**src/rtl/score_display_if.sv**
```systemverilog
// Signal bundle between the score tracker side and the score display block.
// The master drives scores and the game-over level; the slave returns digits and segment drive.
interface score_display_if;
  logic [6:0] currScore;
  logic [6:0] highScore;
  logic       isGameComplete;
  logic [3:0] currTens;
  logic [3:0] currOnes;
  logic [3:0] highTens;
  logic [3:0] highOnes;
  logic       busy;
  logic       updated;
  logic [6:0] seg;
  logic [3:0] digitSel;

  modport master (
    output currScore, highScore, isGameComplete,
    input  currTens, currOnes, highTens, highOnes, busy, updated, seg, digitSel
  );

  modport slave (
    input  currScore, highScore, isGameComplete,
    output currTens, currOnes, highTens, highOnes, busy, updated, seg, digitSel
  );
endinterface

```
**src/rtl/score_display.sv**
```systemverilog
// Converts two 7-bit scores to BCD with a sequential double-dabble, then drives a
// four-digit multiplexed seven-segment display with leading-zero blanking and game-over blink.
module score_display #(
  parameter int unsigned SCAN_DIV  = 1024,
  parameter int unsigned BLINK_DIV = 16384
) (
  input logic            clk,
  input logic            rst,
  score_display_if.slave bus
);

  localparam int unsigned ScanW  = (SCAN_DIV > 1) ? $clog2(SCAN_DIV) : 1;
  localparam int unsigned BlinkW = (BLINK_DIV > 1) ? $clog2(BLINK_DIV) : 1;
  localparam logic [ScanW-1:0]  ScanLast  = ScanW'(SCAN_DIV - 1);
  localparam logic [BlinkW-1:0] BlinkLast = BlinkW'(BLINK_DIV - 1);

  typedef enum logic [1:0] {StIdle, StShift, StDone} state_e;

  function automatic logic [6:0] clamp99(logic [6:0] v);
    return (v > 7'd99) ? 7'd99 : v;
  endfunction

  function automatic logic [7:0] add3(logic [7:0] b);
    logic [7:0] r;
    r = b;
    if (r[3:0] >= 4'd5) r[3:0] = r[3:0] + 4'd3;
    if (r[7:4] >= 4'd5) r[7:4] = r[7:4] + 4'd3;
    return r;
  endfunction

  function automatic logic [6:0] seg_of(logic [3:0] d);
    logic [6:0] s;
    case (d)
      4'd0:    s = 7'h3F;
      4'd1:    s = 7'h06;
      4'd2:    s = 7'h5B;
      4'd3:    s = 7'h4F;
      4'd4:    s = 7'h66;
      4'd5:    s = 7'h6D;
      4'd6:    s = 7'h7D;
      4'd7:    s = 7'h07;
      4'd8:    s = 7'h7F;
      4'd9:    s = 7'h6F;
      default: s = 7'h00;
    endcase
    return s;
  endfunction

  state_e     state;
  logic [6:0] shadow_curr, shadow_high;
  logic [6:0] op_curr, op_high;
  logic [7:0] bcd_curr, bcd_high;
  logic [7:0] adj_curr, adj_high;
  logic [2:0] shift_cnt;
  logic [3:0] curr_tens, curr_ones, high_tens, high_ones;
  logic       busy, updated;

  logic [3:0] curr_tens_d, curr_ones_d, high_tens_d, high_ones_d;

  logic [ScanW-1:0]  scan_cnt;
  logic [BlinkW-1:0] blink_cnt;
  logic [1:0]        sel_idx, sel_idx_d;
  logic              blink_on, blink_on_d;
  logic [3:0]        digit_sel;
  logic [6:0]        seg, seg_d;
  logic [3:0]        disp_digit;
  logic              disp_blank;
  logic              inputs_changed;

  assign adj_curr       = add3(bcd_curr);
  assign adj_high       = add3(bcd_high);
  assign inputs_changed = (bus.currScore != shadow_curr) || (bus.highScore != shadow_high);

  always_ff @(posedge clk) begin
    if (rst) begin
      state       <= StIdle;
      shadow_curr <= '0;
      shadow_high <= '0;
      op_curr     <= '0;
      op_high     <= '0;
      bcd_curr    <= '0;
      bcd_high    <= '0;
      shift_cnt   <= '0;
      curr_tens   <= '0;
      curr_ones   <= '0;
      high_tens   <= '0;
      high_ones   <= '0;
      busy        <= 1'b0;
      updated     <= 1'b0;
    end else begin
      updated <= 1'b0;
      case (state)
        StIdle: begin
          if (inputs_changed) begin
            shadow_curr <= bus.currScore;
            shadow_high <= bus.highScore;
            op_curr     <= clamp99(bus.currScore);
            op_high     <= clamp99(bus.highScore);
            bcd_curr    <= '0;
            bcd_high    <= '0;
            shift_cnt   <= '0;
            busy        <= 1'b1;
            state       <= StShift;
          end
        end
        StShift: begin
          // Adjust-then-shift; the operand's MSB slides into the BCD LSB.
          {bcd_curr, op_curr} <= {adj_curr, op_curr} << 1;
          {bcd_high, op_high} <= {adj_high, op_high} << 1;
          shift_cnt <= shift_cnt + 3'd1;
          if (shift_cnt == 3'd6) state <= StDone;
        end
        StDone: begin
          curr_tens <= curr_tens_d;
          curr_ones <= curr_ones_d;
          high_tens <= high_tens_d;
          high_ones <= high_ones_d;
          updated   <= 1'b1;
          busy      <= 1'b0;
          state     <= StIdle;
        end
        default: state <= StIdle;
      endcase
    end
  end

  // Segment drive is computed from next-cycle digits so seg never lags a digit update.
  always_comb begin
    curr_tens_d = curr_tens;
    curr_ones_d = curr_ones;
    high_tens_d = high_tens;
    high_ones_d = high_ones;
    if (state == StDone) begin
      curr_tens_d = bcd_curr[7:4];
      curr_ones_d = bcd_curr[3:0];
      high_tens_d = bcd_high[7:4];
      high_ones_d = bcd_high[3:0];
    end

    sel_idx_d = (scan_cnt == ScanLast) ? sel_idx + 2'd1 : sel_idx;

    if (!bus.isGameComplete)       blink_on_d = 1'b1;
    else if (blink_cnt == BlinkLast) blink_on_d = ~blink_on;
    else                           blink_on_d = blink_on;

    disp_digit = curr_ones_d;
    disp_blank = 1'b0;
    case (sel_idx_d)
      2'd0: begin
        disp_digit = curr_ones_d;
        disp_blank = ~blink_on_d;
      end
      2'd1: begin
        disp_digit = curr_tens_d;
        disp_blank = ~blink_on_d || (curr_tens_d == 4'd0);
      end
      2'd2: begin
        disp_digit = high_ones_d;
        disp_blank = 1'b0;
      end
      default: begin
        disp_digit = high_tens_d;
        disp_blank = (high_tens_d == 4'd0);
      end
    endcase
    seg_d = disp_blank ? 7'h00 : seg_of(disp_digit);
  end

  always_ff @(posedge clk) begin
    if (rst) begin
      scan_cnt  <= '0;
      sel_idx   <= '0;
      blink_cnt <= '0;
      blink_on  <= 1'b1;
      digit_sel <= 4'b0001;
      seg       <= 7'h3F;
    end else begin
      scan_cnt <= (scan_cnt == ScanLast) ? '0 : scan_cnt + ScanW'(1);
      sel_idx  <= sel_idx_d;
      if (!bus.isGameComplete || blink_cnt == BlinkLast) blink_cnt <= '0;
      else                                              blink_cnt <= blink_cnt + BlinkW'(1);
      blink_on  <= blink_on_d;
      digit_sel <= 4'b0001 << sel_idx_d;
      seg       <= seg_d;
    end
  end

  assign bus.currTens = curr_tens;
  assign bus.currOnes = curr_ones;
  assign bus.highTens = high_tens;
  assign bus.highOnes = high_ones;
  assign bus.busy     = busy;
  assign bus.updated  = updated;
  assign bus.seg      = seg;
  assign bus.digitSel = digit_sel;

endmodule

```
**src/flat_wrapper.sv**
```systemverilog
// flat-port wrapper written by rule: the top's interface ports become plain ports
module score_display_flat 
#(
  parameter int unsigned SCAN_DIV  = 1024,
  parameter int unsigned BLINK_DIV = 16384
)
  (clk, rst, bus_currScore, bus_highScore, bus_isGameComplete, bus_currTens, bus_currOnes, bus_highTens, bus_highOnes, bus_busy, bus_updated, bus_seg, bus_digitSel);
  score_display_if bus_i ();
  input logic clk;
  input logic rst;
  input wire logic [$bits(bus_i.currScore)-1:0] bus_currScore;
  input wire logic [$bits(bus_i.highScore)-1:0] bus_highScore;
  input wire logic [$bits(bus_i.isGameComplete)-1:0] bus_isGameComplete;
  output wire logic [$bits(bus_i.currTens)-1:0] bus_currTens;
  output wire logic [$bits(bus_i.currOnes)-1:0] bus_currOnes;
  output wire logic [$bits(bus_i.highTens)-1:0] bus_highTens;
  output wire logic [$bits(bus_i.highOnes)-1:0] bus_highOnes;
  output wire logic [$bits(bus_i.busy)-1:0] bus_busy;
  output wire logic [$bits(bus_i.updated)-1:0] bus_updated;
  output wire logic [$bits(bus_i.seg)-1:0] bus_seg;
  output wire logic [$bits(bus_i.digitSel)-1:0] bus_digitSel;
  assign bus_i.currScore = bus_currScore;
  assign bus_i.highScore = bus_highScore;
  assign bus_i.isGameComplete = bus_isGameComplete;
  assign bus_currTens = bus_i.currTens;
  assign bus_currOnes = bus_i.currOnes;
  assign bus_highTens = bus_i.highTens;
  assign bus_highOnes = bus_i.highOnes;
  assign bus_busy = bus_i.busy;
  assign bus_updated = bus_i.updated;
  assign bus_seg = bus_i.seg;
  assign bus_digitSel = bus_i.digitSel;
  score_display #(.SCAN_DIV(SCAN_DIV), .BLINK_DIV(BLINK_DIV)) u_core (.clk(clk), .rst(rst), .bus(bus_i));
endmodule
```
**config.mk**
```make
export PLATFORM = sky130hd
export DESIGN_NAME = score_display_flat
export DESIGN_NICKNAME = d
export VERILOG_FILES = /design/src/rtl/score_display_if.sv /design/src/rtl/score_display.sv /design/src/flat_wrapper.sv
export SDC_FILE = /design/constraint.sdc
export NUM_CORES = 1
export LEC_CHECK = 0
export CAP_MARGIN = 20
export CORE_AREA = 2 2 100 102
export CTS_CLUSTER_DIAMETER = 40
export DETAILED_ROUTE_END_ITERATION = 7
export DIE_AREA = 0 0 102 104
export PLACE_DENSITY = 0.82
export SLEW_MARGIN = 20
export SYNTH_ARGS = -nofsm -noshare
export SYNTH_HDL_FRONTEND = slang
export SYNTH_SLANG_ARGS = --single-unit
export TNS_END_PERCENT = 5
```
**constraint.sdc**
```tcl
create_clock -name clk -period 6.9 [get_ports clk]
set_input_delay 1.38 -clock clk [delete_from_list [all_inputs] [get_ports clk]]
set_output_delay 1.38 -clock clk [all_outputs]
set_load 0.02 [all_outputs]
```
# After elaboration in Yosys (flattened, before gate mapping)
# Memory sizes are Yosys's and may differ from the RTL's.
# Cells that the tools add are included.
word_totals:
  reg_bits: 105
  latchBits: 0
  ram_bits: 0
  rom_bits: 112
  inputBits: 17
  memories: 1
memory_table:
  columns: ["name", "words", "word_bits", "read_ports", "rd_clocked_by_memory_dff", "write_ports", "line", "text"]
  rows:
  - ["(name not given)", 16, 7, 1, 0, 0, "score_display.sv:33", "case (d)"]
op_classes:
  add_sub_neg: 8
  mul: 0
  div: 0
  magnitude_cmp: 6
  n_eq_ne: 11
  n_shift: 1
  muxes: 31
  bitwise: 2
  reduce_logical: 17
ops:
  columns: ["cell", "count"]
  rows:
  - ["8-bit one-hot mux with 2 select lines", 2]
  - ["7-bit two-way mux", 4]
  - ["7-bit one-hot mux with 2 select lines", 2]
  - ["4-bit two-way mux", 6]
  - ["4-bit by 3-bit >= comparator with 1-bit output, second input constant", 4]
  - ["14-bit by 1-bit adder with 14-bit output, second input constant", 1]
  - ["14-bit == test, second input constant", 1]
  - ["7-bit greater-than comparator, second input constant", 2]
  - ["7-bit inequality test", 2]
  - ["4-bit one-hot mux with 3 select lines", 1]
  - ["10-bit by 1-bit adder with 10-bit output, second input constant", 1]
  - ["10-bit == test, second input constant", 1]
  - ["3-bit two-way mux", 3]
  - ["4-bit by 2-bit adder with 4-bit output, second input constant", 2]
  - ["4-bit logical NOT", 2]
  - ["8-bit two-way mux", 1]
  - ["2-bit AND reduction", 4]
  - ["3-bit by 2-bit adder with 3-bit output, second input constant", 2]
  - ["2-bit two-way mux", 3]
  - ["6-bit two-way mux", 1]
  - ["3-bit one-hot mux with 2 select lines", 1]
  - ["2-bit OR reduction", 3]
  - ["2-bit by 1-bit == test with 1-bit output, second input constant", 2]
  - ["2-bit == test, second input constant", 2]
  - ["other kinds (14)", 23]

# Longest topological paths before layout
# Gate-level depths: netlist (run 1).
logic_depth:
  depth_word: 7
  depth_mapped: 16
  ltp_nobuf: 13

# Worst setup path before layout (run 1)
# No wires, ideal clock.
synth_path:
  path_kind: "input-to-reg"
  start: "in bus_currScore[1]"
  end: "reg u_core.shadow_high[1]"
  t_arrival_ps: 2850
  required_time_ps: 6772
  setup_slack_ps: 3922
  stages: 9
  n_path_buf: 3
  cell_sequence: "xor2_1 nor4_1 and4_1 clkbuf_1 nor3_1 buf_2 buf_2 mux2i_1 nor2_1"
synth_via:
  elab_chain_len: 3
synth_rtl:
  columns: ["element", "line", "text"]
  rows:
  - ["start, declared", "flat_wrapper.sv:11", "input wire logic [$bits(bus_i.currScore)-1:0] bus_currScore;"]
  - ["7-bit inequality test", "score_display.sv:72", "assign inputs_changed = (bus.currScore != shadow_curr) || (bus.highScore != shadow_high);"]
  - ["1-bit logical OR", "score_display.sv:72", null]
  - ["2-bit AND reduction (no line)", null, null]
  - ["end signal, assigned", "score_display.sv:96", "shadow_high <= bus.highScore;"]
  - ["end, declared", "score_display.sv:50", "logic [6:0] shadow_curr, shadow_high;"]
# No other way between the ends.
# A chain may end at the register's enable or synchronous reset.

# Worst setup path in the final report (run 1)
layout_path:
  start: "reg u_core.scan_cnt[0]"
  end: "reg u_core.seg[0] (netlist: u_core.bus.seg[0])"
layout_via:
  elab_chain_len: 6
layout_rtl:
  columns: ["element", "line", "text"]
  rows:
  - ["start, declared", "score_display.sv:60", "logic [ScanW-1:0] scan_cnt;"]
  - ["start signal, assigned", "score_display.sv:178", "scan_cnt <= (scan_cnt == ScanLast) ? '0 : scan_cnt + ScanW'(1);"]
  - ["10-bit == test (*)", "score_display.sv:140", "sel_idx_d = (scan_cnt == ScanLast) ? sel_idx + 2'd1 : sel_idx;"]
  - ["2-bit two-way mux (*)", "score_display.sv:140", null]
  - ["2-bit == test (tied with other cells)", "score_display.sv:148", "case (sel_idx_d)"]
  - ["4-bit one-hot mux with 3 select lines", "score_display.sv:148", null]
  - ["memory read 16 x 7 bit", null, null]
  - ["6-bit two-way mux (*)", "score_display.sv:166", "seg_d = disp_blank ? 7'h00 : seg_of(disp_digit);"]
  - ["end signal, assigned", "score_display.sv:184", "seg <= seg_d;"]
  - ["end, declared", "score_display.sv:65", "logic [6:0] seg, seg_d;"]
# Mark *: on every way between the ends. The rest lies on a longest branch, timed or not.

==> results of run 1 <==
-- metal layers --
| metal | global-route usage, % | routed length, um | up-vias |
|---|---|---|---|
| li1 | - | - | 2076 |
| met1 | 27.4 | 4880 | 2032 |
| met2 | 39.1 | 5960 | 108 |
| met3 | 4.10 | 488 | 27 |
| met4 | 7.43 | 265 | 0 |
| met5 | 0 | 0 | - |
-- kinds of logic (layout without fill, tap and decap cells) --
group | after synthesis | after routing | synth area share (%)
AND/OR/NAND/NOR | 203 | 203 | 19.9
AO/OA/AOI/OAI | 109 | 109 | 15.0
flip-flops | 105 | 105 | 41.1
buffers and inverters | 52 | 88 | 4.65
XOR/XNOR | 41 | 41 | 7.03
multiplexers | 35 | 35 | 7.64
adder cells (fa/ha/maj) | 19 | 19 | 4.65
-- cells in the final DEF (no fill, tap or decap), types with 3 or more instances in the layout --
cell type,n
clkbuf_8,10
and3b_1,5
a22o_1,12
bufinv_16,3
a21o_1,3
a211oi_1,6
a32o_1,3
inv_1,22
and3_1,6
xnor2_1,13
nand3_1,22
buf_4,4
xor2_1,28
mux2_2,4
nor4_1,9
nand2_1,35
o211ai_1,5
nand2b_1,9
nand4_1,7
and4_1,4
a22oi_1,7
a311oi_1,4
or3_1,3
dfxtp_1,105
nor2_1,71
o21ai_0,18
nor3_1,16
a21oi_1,27
and2_1,5
o2111ai_1,3
mux2i_1,27
clkdlybuf4s50_1,44
ha_1,19
-- where the power goes --
group	switching (uW)	internal, uW
clock	208	251
sequential	12.3	623
combinational	48.5	37.1
-- area by class of cell --
type                       count  area [um2]  share of cell area (%)
clock inverter                 5         103                    1.75
timing repair buffer          49         475                    8.13
sequential                   105        2100                    35.9
tap                          133         166                    2.84
inverter                      23        86.3                    1.48
clock buffer                  11         141                    2.42
multi-input combinational    407        2780                    47.4
-- worst reg2reg max path, cell delays in order, from the launching register on --
cell	delay [ns]
dfxtp_1	0.39
ha_1	0.24
nand3_2	0.14
nor3_4	0.65
xor2_1	0.27
nand3_1	0.22
and2_1	0.27
ha_1	0.22
nand2_1	0.07
a21oi_1	0.04
and4_1	0.22
a221oi_1	0.37
o2111ai_1	0.18
o211ai_1	0.16
-- final timing paths --
path,start,end,slack (ns)
hold / removal,u_core.op_high[0],u_core.op_high[1],0.46
setup / recovery,u_core.scan_cnt[0],u_core.bus.seg[0],3.39
hold reg to reg,u_core.op_high[0],u_core.op_high[1],0.46
setup reg to reg,u_core.scan_cnt[0],u_core.bus.seg[0],3.39
-- per-stage QoR --
stage / std cells / utilization, % / instance area [um2] / setup WS [ns] / hold slack, ns
floorplan: 564 / - / 5110 / 3.92 / 0.426
global placement: 717 / 58.7 / 5610 / 3.26 / 0.439
detailed placement: 717 / 58.7 / 5610 / 3.20 / 0.444
CTS: 733 / 61.3 / 5850 / 3.40 / 0.457
global route: 733 / 61.3 / 5850 / 3.07 / 0.464
finish: 733 / 61.3 / 5850 / 3.39 / 0.459
-- state kept, by name, indices dropped and copies added, names as in the netlist, 7 cells and up --
signal and cells:
u_core.blink_cnt 14, u_core.scan_cnt 10, u_core.bcd_curr 8, u_core.bcd_high 8, u_core.bus.seg 7, u_core.op_curr 7, u_core.op_high 7, u_core.shadow_curr 7
u_core.shadow_high 7
==> flow_summary_export.csv, run 1 <==
group,metric,value,unit
worst_setup_path,cp-start-kind,"flip-flop",
worst_setup_path,arrival,3.80,ns
synth,synth_commonest_cells,"dfxtp_1, nor2_1, nand2_1",
min_path,min_path_type,"flip-flop to flip-flop",
synth,synth.net_count,600,
synth,syn_area,5110,um2
routing,viasPerCell,5.79,
timing,hold_viol_final,0,
die,rows,36,
synth,ys_seq_area_share,41.1,%
clock_tree,clock_latency,0.37,ns
routing,routed_wl,11600,um
finish,area_growth_syn_to_layout,14.5,%
pwr,p_total,1180,uW
timing,finalCritPeriodShare,50.9,%
finish,antennaDiodeCount,0,
die,ioPinCount,46,
placed_design,port_buffers,45,
synth,yosys-top-cells-area,"dfxtp_1, mux2i_1, nor2_1, xor2_1, ha_1",
clock_tree,clock_sinks,105,
outcome,status,"complete, no violations",
global_route,grt-ovfl-total,0,
die,fp.coreArea,9550,um2
timing,final-setup-viol-count,0,
synth,yosysMostFrequentCell,"dfxtp_1",
clock_tree,cts_root_buf,"clkbuf_8",
die,initial_utilization,53.5,%
routing,initialDrtViolationCount,202,
timing,clock_skew,0.00864,ns
worst_setup_path,rr_worst_depth,13,
synth,yosysTopAreaCell,"dfxtp_1",
pwr,ir_worst_vdd,0.000134,V
clock_tree,cts_setup_buffers,0,
routing,ant_nets,0,
die,dieHeight,104,um
timing,fmax,0.285,GHz
synth,ys_types,60,
worst_setup_path,crit_chain,"ha_1, nand3_2, nor3_4, xor2_1, nand3_1, and2_1, ha_1, nand2_1, a21oi_1, and4_1, a221oi_1, o2111ai_1, o211ai_1",
worst_setup_path,cp_slowest_cell,"nor3_4",
clock_tree,postCtsHoldBufs,0,
clock_tree,cts-buffers-inserted,9,
worst_setup_path,path_depth,13,
timing,grt_setup_unrepaired,"false",
synth,synthCells,564,
clock_tree,htree_levels,3,
routing,vias,4243,
timing,slew_viol_final,0,
finish,drive_above_1_share,6.00,%
worst_setup_path,path_buf_inv,0,
die,die_w,102,um
worst_setup_path,crit_required,7.19,ns
synth,ys.warnings.count,0,
die,dieArea,10600,um2
synth,syn_avg_cell_area,9.06,um2
placed_design,dp_hpwl,8370,um
finish,n_fill_cell,835,
worst_setup_path,path_common_cell,"ha_1",
pwr,leakagePower,0.00240,uW
clock_tree,cts.repair.resized,0,
timing,tightest_slew,0.919,ns
global_route,grt_usage,22.4,%
routing,drc,0,
pwr,power.density,202,nW/um2
clock_tree,cts_tree,"done",
timing,min_period,3.51,ns
global_route,antenna_found_initial,0,
synth,synth_flop_cell,"dfxtp_1",
timing,fin_tns_setup,0,ns
worst_setup_path,crit_family,"simple AND/OR/NAND/NOR gates",
clock_tree,clk_pin_slew,0.10,ns
worst_setup_path,worstSetupPathType,"flip-flop to flip-flop",
routing,wl_per_cell,15.8,um
run,cap_violations,0,
worst_setup_path,cp-end-kind,"flip-flop",
global_route,grt_pass1_vias,4169,
synth,synth_edf_count,0,
worst_setup_path,critPathMaxFanout,17,
worst_setup_path,cp_slowest_stage_delay,0.65,ns
synth,synth_seq_cells,105,
synth,synth_top_cell_area_share,41.1,%
global_route,grt_max_degree,53,
clock_tree,clockBufferDepth,2,
synth,async_flop_share,0,%
finish,nets,631,
global_route,grt_pass1_wl,19300,um
min_path,hold_depth,2,
placed_design,routabilityCongestion,0.871,
timing,max-slew-margin-rel,38.5,%
routing,dr.pass1.iters,7,
No activity file was read; power rests on OpenSTA's default activity.
==> inputs of run 2 (changes only) <==
- CORE_AREA: 2 2 100 102 -> 2 2 103 105
- DIE_AREA: 0 0 102 104 -> 0 0 105 107
- PLACE_DENSITY: 0.82 -> 0.81
- clock period: 6.9 -> 2.95 ns (I/O delays scaled with it)
==> run 2 against run 1 <==
Compared with the run above:
- clock power grew 87%
- die area is 5.9% higher
- clock-buffer cell count is 2 lower
- first-iteration DRC count is 16% higher
- flip-flop and latch count did not move
- hold slack lost 0.0011 ns
- non-clock buffer count grew 20
- sequential power up 130%
- setup slack got worse by 3.2 ns
- routed wire length grew 1.2%
- clock skew grew 0.0061 ns
- sequential share of layout area down 0.67 points
==> flow_summary_export.csv, run 2 (synthesis gave the netlist of run 1 again) <==
group,metric,value,unit
die,initial_utilization,50.6,%
routing,drc,0,
placed_design,dp_hpwl,8710,um
timing,hold_viol_final,0,
global_route,grt_pass1_wl,19100,um
routing,viasPerCell,5.65,
timing,final-setup-viol-count,0,
pwr,power.density,429,nW/um2
timing,tightest_slew,0.606,ns
global_route,grt_usage,21.1,%
routing,ant_nets,0,
pwr,ir_worst_vdd,0.000249,V
pwr,leakagePower,0.00248,uW
worst_setup_path,crit_required,3.25,ns
routing,dr.pass1.iters,4,
routing,vias,4270,
routing,wl_per_cell,15.5,um
timing,slew_viol_final,0,
finish,layout_common_cells,"dfxtp_1, nor2_1, clkdlybuf4s50_1",
pwr,p_total,2560,uW
outcome,status,"complete, no violations",
clock_tree,clockBufferDepth,2,
worst_setup_path,cp-start-kind,"flip-flop",
routing,routed_wl,11700,um
global_route,grt_pass1_vias,4115,
clock_tree,cts_root_buf,"clkbuf_8",
finish,area_growth_syn_to_layout,16.7,%
timing,finalCritPeriodShare,92.5,%
timing,clock_skew,0.0147,ns
clock_tree,htree_levels,3,
timing,max-slew-margin-rel,59.5,%
die,dieHeight,107,um
die,fp.coreArea,10100,um2
die,die_w,105,um
finish,drive_above_1_share,9.19,%
worst_setup_path,worstSetupPathType,"flip-flop to flip-flop",
worst_setup_path,arrival,3.03,ns
timing,fmax,0.366,GHz
placed_design,routabilityCongestion,0.834,
min_path,min_path_type,"flip-flop to flip-flop",
finish,final_common_cell,"dfxtp_1",
die,dieArea,11200,um2
global_route,grt_max_degree,26,
finish,largest_reg_flops,14,
worst_setup_path,cp-end-kind,"flip-flop",
finish,post-route-util,59.1,%
clock_tree,clock_sinks,105,
timing,fin_tns_setup,0,ns
finish,top_regs,"u_core.blink_cnt x14, u_core.scan_cnt x10",
clock_tree,cts.repair.resized,0,
finish,antennaDiodeCount,0,
worst_setup_path,critPathMaxFanout,6,
clock_tree,cts-buffers-inserted,9,
die,rows,37,
clock_tree,clk_pin_slew,0.11,ns
global_route,grt-ovfl-total,0,
clock_tree,cts_tree,"done",
die,ioPinCount,46,
run,cap_violations,0,
global_route,antenna_found_initial,0,
placed_design,port_buffers,45,
finish,max_flop_register,"u_core.blink_cnt",
routing,initialDrtViolationCount,235,
timing,min_period,2.73,ns
finish,nets,651,
clock_tree,clock_latency,0.38,ns
## run 2: metrics by stage
step | setup WS, ns | cells | hold WS (ns) | cell area, um2
global route | -0.00417 | 756 | 0.486 | 5960
finish | 0.221 | 756 | 0.458 | 5960
floorplan | 0.294 | 564 | 0.426 | 5110
CTS | 0.148 | 753 | 0.460 | 5940
global placement | 0.222 | 737 | 0.439 | 5750
detailed placement | 0.113 | 737 | 0.444 | 5750
## run 2: metal layers
metal  global-route usage, %  share of wire (%)
met3                    4.19                4.0
met1                    25.3                 44
met4                    6.86                1.7
met5                       0                  0
met2                    37.7                 51
## run 2: area by class of cell
cell class	instances	area (um2)
timing repair buffer	69	638
clock buffer	9	124
inverter	23	86.3
tap	136	170
multi-input combinational	407	2780
fill	888	4130
sequential	105	2100
clock inverter	7	65.1
## run 2: power breakdown
| group | switching, uW | internal (uW) |
|---|---|---|
| Clock | 534 | 324 |
| Combinational | 116 | 96.2 |
| Sequential | 26.8 | 1460 |
| Total | 677 | 1880 |
## run 2: worst paths after layout
| kind | startpoint | end | slack, ns | cells after the start |
|---|---|---|---|---|
| min reg2reg | u_core.op_curr[0] | u_core.op_curr[1] | 0.46 | 2 |
| max reg2reg | u_core.scan_cnt[6] | u_core.bus.seg[3] | 0.22 | 12 |
| max | u_core.scan_cnt[6] | u_core.bus.seg[3] | 0.22 | 12 |
| min | u_core.op_curr[0] | u_core.op_curr[1] | 0.46 | 2 |
## run 2: worst max-delay path: stages (launching register included)
cell and delay [ns]:
dfxtp_1 0.44, nand4_1 0.21, nor3_4 0.28, xor2_1 0.26
nand3_1 0.13, and2_1 0.23, ha_1 0.22, nand2_1 0.07
a21oi_1 0.04, and4_1 0.21, a221oi_1 0.26, o2111ai_1 0.17
o211ai_1 0.13
## run 2: repair_timing
action / 4_1_cts / 5_1_grt
hold buffers: 0 / 0
endpoints found under the setup margin: 0 / 2
setup buffers: 0 / 3
